## src/rtl/nibble_serial_add_ctrl_pkg.sv

```systemverilog
// Shared definitions for the nibble-serial add/subtract controller:
// limb width, FSM encoding and the signed-overflow helper.
package nibble_serial_add_ctrl_pkg;

    localparam int unsigned NIBBLE_W = 4;

    typedef enum logic [1:0] {
        IDLE = 2'd0,
        RUN  = 2'd1,
        DONE = 2'd2
    } state_t;

    // Two's-complement overflow from the sign bits of both addends and the sum.
    function automatic logic ovf(input logic a_msb, input logic b_msb, input logic s_msb);
        return (a_msb == b_msb) && (s_msb != a_msb);
    endfunction

endpackage

```

## src/rtl/nibble_serial_add_ctrl_adder.sv

```systemverilog
// Four-bit ripple-carry adder; the single shared datapath element of the
// nibble-serial controller.
module four_bit_adder
    import nibble_serial_add_ctrl_pkg::*;
(
    input  logic [NIBBLE_W-1:0] a,
    input  logic [NIBBLE_W-1:0] b,
    input  logic                cin,
    output logic [NIBBLE_W-1:0] sum,
    output logic                cout
);

    always_comb begin
        logic c;
        c   = cin;
        sum = '0;
        for (int unsigned i = 0; i < NIBBLE_W; i++) begin
            sum[i] = a[i] ^ b[i] ^ c;
            c      = (a[i] & b[i]) | (c & (a[i] ^ b[i]));
        end
        cout = c;
    end

endmodule

```

## src/rtl/nibble_serial_add_ctrl.sv

```systemverilog
// Multi-precision add/subtract that walks a single 4-bit adder across the
// operands, least significant nibble first, with valid/ready on both sides.
module nibble_serial_add_ctrl
    import nibble_serial_add_ctrl_pkg::*;
#(
    parameter int unsigned NIBBLES = 4
) (
    input  logic                        clk,
    input  logic                        rst,
    input  logic                        in_valid,
    output logic                        in_ready,
    input  logic [NIBBLE_W*NIBBLES-1:0] in_a,
    input  logic [NIBBLE_W*NIBBLES-1:0] in_b,
    input  logic                        in_cin,
    input  logic                        in_sub,
    output logic                        out_valid,
    input  logic                        out_ready,
    output logic [NIBBLE_W*NIBBLES-1:0] out_sum,
    output logic                        out_cout,
    output logic                        out_ovf
);

    localparam int unsigned WIDTH = NIBBLE_W * NIBBLES;
    localparam int unsigned IDX_W = (NIBBLES > 1) ? $clog2(NIBBLES) : 1;
    localparam logic [IDX_W-1:0] LAST_IDX = IDX_W'(NIBBLES - 1);

    state_t                    state;
    logic [WIDTH-1:0]          a_sh;
    logic [WIDTH-1:0]          b_sh;
    logic [WIDTH-NIBBLE_W-1:0] sum_sh;
    logic                      carry;
    logic [IDX_W-1:0]          idx;

    logic [NIBBLE_W-1:0]       nib_sum;
    logic                      nib_cout;
    logic [WIDTH-1:0]          sum_next;

    four_bit_adder u_adder (
        .a    (a_sh[NIBBLE_W-1:0]),
        .b    (b_sh[NIBBLE_W-1:0]),
        .cin  (carry),
        .sum  (nib_sum),
        .cout (nib_cout)
    );

    // Operands shift down so nibble idx is always in the low slot; the sum
    // fills from the top so it is fully aligned after the last nibble.
    assign sum_next = {nib_sum, sum_sh};

    always_ff @(posedge clk) begin
        if (rst) begin
            state     <= IDLE;
            in_ready  <= 1'b1;
            out_valid <= 1'b0;
            out_sum   <= '0;
            out_cout  <= 1'b0;
            out_ovf   <= 1'b0;
            a_sh      <= '0;
            b_sh      <= '0;
            sum_sh    <= '0;
            carry     <= 1'b0;
            idx       <= '0;
        end else begin
            case (state)
                IDLE: begin
                    if (in_valid && in_ready) begin
                        a_sh     <= in_a;
                        b_sh     <= in_sub ? ~in_b : in_b;
                        carry    <= in_sub ? 1'b1 : in_cin;
                        idx      <= '0;
                        in_ready <= 1'b0;
                        state    <= RUN;
                    end
                end
                RUN: begin
                    a_sh   <= a_sh >> NIBBLE_W;
                    b_sh   <= b_sh >> NIBBLE_W;
                    sum_sh <= sum_next[WIDTH-1:NIBBLE_W];
                    carry  <= nib_cout;
                    if (idx == LAST_IDX) begin
                        out_sum   <= sum_next;
                        out_cout  <= nib_cout;
                        out_ovf   <= ovf(a_sh[NIBBLE_W-1], b_sh[NIBBLE_W-1], nib_sum[NIBBLE_W-1]);
                        out_valid <= 1'b1;
                        state     <= DONE;
                    end else begin
                        idx <= idx + 1'b1;
                    end
                end
                DONE: begin
                    if (out_ready) begin
                        out_valid <= 1'b0;
                        in_ready  <= 1'b1;
                        state     <= IDLE;
                    end
                end
                default: begin
                    state <= IDLE;
                end
            endcase
        end
    end

endmodule
```

## config.mk

```make
export PLATFORM = sky130hd
export DESIGN_NAME = nibble_serial_add_ctrl
export DESIGN_NICKNAME = d
export VERILOG_FILES = /design/src/rtl/nibble_serial_add_ctrl_pkg.sv /design/src/rtl/nibble_serial_add_ctrl_adder.sv /design/src/rtl/nibble_serial_add_ctrl.sv
export SDC_FILE = /design/constraint.sdc
export NUM_CORES = 1
export LEC_CHECK = 0
export CAP_MARGIN = 20
export CORE_AREA = 2 2 83 85
export CTS_BUF_LIST = sky130_fd_sc_hd__clkbuf_8
export DETAILED_ROUTE_END_ITERATION = 7
export DIE_AREA = 0 0 85 87
export PLACE_DENSITY = 0.72
export SYNTH_ARGS = -nofsm -noshare
export SYNTH_HDL_FRONTEND = slang
export SYNTH_SLANG_ARGS = --single-unit
```

## constraint.sdc

```tcl
create_clock -name clk -period 3.1 [get_ports clk]
set_clock_uncertainty 0.15 [all_clocks]
set_input_delay 0.31 -clock clk [delete_from_list [all_inputs] [get_ports clk]]
set_output_delay 0.31 -clock clk [all_outputs]
set_load 0.01 [all_outputs]
```

==> results.txt <==
----------------------------------------------------
[Run status]
  Result of the run ... complete, no violations

[Yosys]
  Post-synth EDFFs ... 0
  Number of flip-flops and latches in the synthesized netlist ... 69
  Synthesized area per cell ... 9.02 um^2
  Yosys warning count ... 0
  Count of distinct cell types in the synthesized netlist ... 39
  Async set or reset register ratio after synthesis ... 0%
  Primary flip-flop cell chosen by synthesis mapping ... sky130_fd_sc_hd__dfxtp_1
  Instance count of the mapped netlist ... 346
  Mapped Nets ... 390
  Sequential area share after synthesis ... 44.2%
  Cell Area, Synth ... 3120 um^2

[CTS]
  CTS clk-pin slew, worst paths ... 70 ps
  Worst-skew pair later-pin latency ... 340 ps
  Number of gates resized after CTS ... 0
  Clk Tree Root Cell ... sky130_fd_sc_hd__clkbuf_8
  Post-CTS Setup Repair Bufs ... 0
  Buffers from clock root to sink, at most ... 2
  Clock tree from TritonCTS ... built
  Sinks on Clock Net ... 69
  Number of H-tree branching levels ... 3
  Inserted Clock Buffers ... 9
  Number of buffers inserted for hold repair after clock tree synthesis ... 0

[Worst setup path]
  End of the worst register-to-register path ... out_ovf
  CP endpoint ... out_ovf
  CP Cell Sequence ... fa_1 > inv_1 > fa_1 > inv_1 > fa_1 > inv_1 > fa_1 > xor2_1 > or3_1 > a21oi_1
  Sort of element at the end of the critical path ... flop
  Setup crit start ... a_sh[0]
  Bufs and invs on worst path ... 3
  Arrival time at the worst endpoint ... 2840 ps
  Cell count of the worst reg-to-reg path ... 10
  Crit path max-delay cell type ... sky130_fd_sc_hd__fa_1
  Category of cells accounting for the largest share of critical-path delay ... adder cells
  Delay of the slowest cell on the worst path ... 460 ps
  Worst endpoint required time ... 3220 ps
  Cell count along the critical path ... 10
  Register-to-register setup slack ... 380 ps
  Nature of the critical path startpoint ... flop
  Maximum net fanout on the critical path ... 3
  Cell occurring most often along the worst timing path ... sky130_fd_sc_hd__fa_1
  Critical setup path kind ... reg -> reg
  Reg2Reg Launch Point ... a_sh[0]

[Floorplan]
  Top Ports ... 58
  Width of the die ... 85 um
  Placement row count ... 30
  Effective utilization at floorplan ... 47.5%
  Die footprint ... 7400 um^2
  Core Area ... 6570 um^2
  Die Ht ... 87 um

[Power and ir drop]
  Lkg Pwr ... 1.41 nW
  Cell Pwr Density ... 534 nW/um^2
  Total chip power ... 2.05 mW
  Max IR drop VDD ... 0.339 mV

[Global routing]
  GRT Resource Usage Total ... 19.1%
  Pin count of the biggest net entering global routing ... 37
  Wire length of the first global-routing pass ... 11300 um
  Overall overflow remaining after global route ... 0
  Vias in the first global route ... 2489
  Initial antenna violation count ... 0

[STA]
  Ratio of final minimum period to clock period ... 87.9%
  FMAX ... 0.367 GHz
  Final number of hold-violating endpoints ... 0
  Relative max-transition margin ... 41.2%
  Aggregate negative setup slack ... 0 ps
  Final number of setup-violating endpoints ... 0
  Max-slew violation count ... 0
  Pin slew with the least headroom to its limit ... 878 ps
  Post-route minimum period ... 2720 ps
  RSZ-0062 raised after global routing ... no

[Placement]
  Routability Congestion ... 0.796
  Placed Instances ... 458
  Detail Placement HPWL ... 4370 um
  Port Buffers ... 57

[Detailed routing]
  Number of detailed-routing iterations run before antenna repair ... 4
  Detailed-route vias per instance ... 5.42
  Initial DRC Count ... 122
  Drc violations ... 0
  Routed WL ... 6520 um
  DRT antenna net count ... 0
  Total number of vias ... 2567
  Average routed wire per standard cell ... 13.8 um

[Finish]
  Final cell count without fillers ... 474
  Final-stage net count ... 433
  Layout cells sized above 1 ... 6.60%
  Seq. cell area ... 1380 um^2
  Area of the multi-input gates ... 1500 um^2
  Antenna Diode Count ... 0
  Layout overhead on the synthesized area ... 22.6%
  Utilization of the core after routing ... 58.3%
  Number of fillers in the final layout ... 595

[Run]
  Total of max-cap violations ... 0

[Min path]
  Hold crit path type ... reg -> reg

----------------------------------------------------
Yosys cell counts (2+ instances only):
cell type                   n  area (um^2)
sky130_fd_sc_hd__a211oi_1   5         37.5
sky130_fd_sc_hd__a21oi_1   52          260
sky130_fd_sc_hd__a22o_1    12          105
sky130_fd_sc_hd__a22oi_1   12         90.1
sky130_fd_sc_hd__a311oi_1  12          105
sky130_fd_sc_hd__buf_1      5         18.8
sky130_fd_sc_hd__buf_2      9         45.0
sky130_fd_sc_hd__buf_4      6         45.0
sky130_fd_sc_hd__buf_6      6         67.6
sky130_fd_sc_hd__clkbuf_1   3         11.3
sky130_fd_sc_hd__dfxtp_1   69         1380
sky130_fd_sc_hd__fa_1       4         80.1
sky130_fd_sc_hd__ha_1       2         25.0
sky130_fd_sc_hd__inv_1      9         33.8
sky130_fd_sc_hd__mux2i_1   12          120
sky130_fd_sc_hd__nand2_1   69          259
sky130_fd_sc_hd__nand3b_1   3         22.5
sky130_fd_sc_hd__nand4_1    2         12.5
sky130_fd_sc_hd__nor2_1     6         22.5
sky130_fd_sc_hd__o21ai_0   11         55.1
sky130_fd_sc_hd__o221ai_1   2         17.5
sky130_fd_sc_hd__or3_1      3         18.8
sky130_fd_sc_hd__xnor2_1   12          105
sky130_fd_sc_hd__xor2_1     5         43.8
layout by cell type (no fill, tap or decap), types with 2 or more instances in the layout:
cell type,synthesis,routed
sky130_fd_sc_hd__inv_1,9,11
sky130_fd_sc_hd__or3_1,3,3
sky130_fd_sc_hd__dfxtp_1,69,69
sky130_fd_sc_hd__clkdlybuf4s50_1,0,56
sky130_fd_sc_hd__o21ai_0,11,11
sky130_fd_sc_hd__ha_1,2,2
sky130_fd_sc_hd__a211oi_1,5,5
sky130_fd_sc_hd__a21oi_1,52,52
sky130_fd_sc_hd__fa_1,4,4
sky130_fd_sc_hd__nor2_1,6,6
sky130_fd_sc_hd__bufinv_16,0,2
sky130_fd_sc_hd__a311oi_1,12,12
sky130_fd_sc_hd__buf_4,6,5
sky130_fd_sc_hd__nand4_1,2,2
sky130_fd_sc_hd__xor2_1,5,5
sky130_fd_sc_hd__clkinv_2,0,3
sky130_fd_sc_hd__o221ai_1,2,2
sky130_fd_sc_hd__xnor2_1,12,12
sky130_fd_sc_hd__a22oi_1,12,12
sky130_fd_sc_hd__clkbuf_8,0,9
sky130_fd_sc_hd__a22o_1,12,12
sky130_fd_sc_hd__nand3b_1,3,3
sky130_fd_sc_hd__mux2i_1,12,12
sky130_fd_sc_hd__nand2_1,69,69
power by group:
part	total, mW	internal [mW]	switching, mW
combinational	0.297	0.145	0.152
sequential	0.980	0.941	0.0389
clock	0.768	0.443	0.326
total	2.05	1.53	0.517
worst reg2reg max path, delay by kind of cell, from the launching register on:
family                   cells  cell delay [ps]
XOR/XNOR                     1              160
buffers and inverters        3              200
flip-flops                   1              330
AO/OA/AOI/OAI                1              140
AND/OR/NAND/NOR              1              300
adder cells (fa/ha/maj)      4             1370
kinds of logic (layout without fill, tap and decap cells):
family                   count (synthesis)  count (layout)  synth area share [%]
AO/OA/AOI/OAI                          111             111                  23.0
buffers and inverters                   39              87                  7.57
adder cells (fa/ha/maj)                  6               6                  3.37
flip-flops                              69              69                  44.2
multiplexers                            12              12                  3.85
XOR/XNOR                                17              17                  4.77
AND/OR/NAND/NOR                         92              92                  13.1
cell type report:
| class | count | area share, % |
|---|---|---|
| well taps | 80 | 2.61 |
| clock buffers | 9 | 3.24 |
| multi-input cells | 238 | 39.3 |
| clock inverters | 7 | 2.16 |
| repair buffers | 62 | 15.8 |
| inverters | 9 | 0.882 |
| flip-flops and latches | 69 | 36.1 |
sequential cells by signal, summed over array words and instances, names as in the netlist:
signal     cells
a_sh          16
out_sum       16
idx            2
out_valid      1
carry          1
in_ready       1
out_ovf        1
state          2
out_cout       1
b_sh          16
sum_sh        12
metal layers:
layer	wire length, um	global-route usage [%]	vias up
met4	154	8.51	0
met3	285	5.59	16
met2	3210	32.4	68
met5	0	0	-
li1	-	-	1304
met1	2870	22.5	1179
worst min-delay path by stage:
stage	from	to	cells past startpoint
after floorplan	sum_sh[0]	out_sum[0]	2
after global placement	sum_sh[2]	out_sum[2]	2
after detailed placement	out_sum[2]	out_sum[2]	2
after CTS	out_sum[2]	out_sum[2]	2
after global routing	sum_sh[2]	sum_sh[2]	2
final	out_sum[2]	out_sum[2]	2
through the flow:
stage / area [um^2] / setup WS (ps) / hold slack, ps
after global placement: 3620 / 439 / 291
after global routing: 3830 / 305 / 325
after detailed placement: 3620 / 391 / 295
after floorplan: 3120 / 498 / 282
after CTS: 3830 / 374 / 305
final: 3830 / 375 / 303
Power figures use the tool's default switching activity.
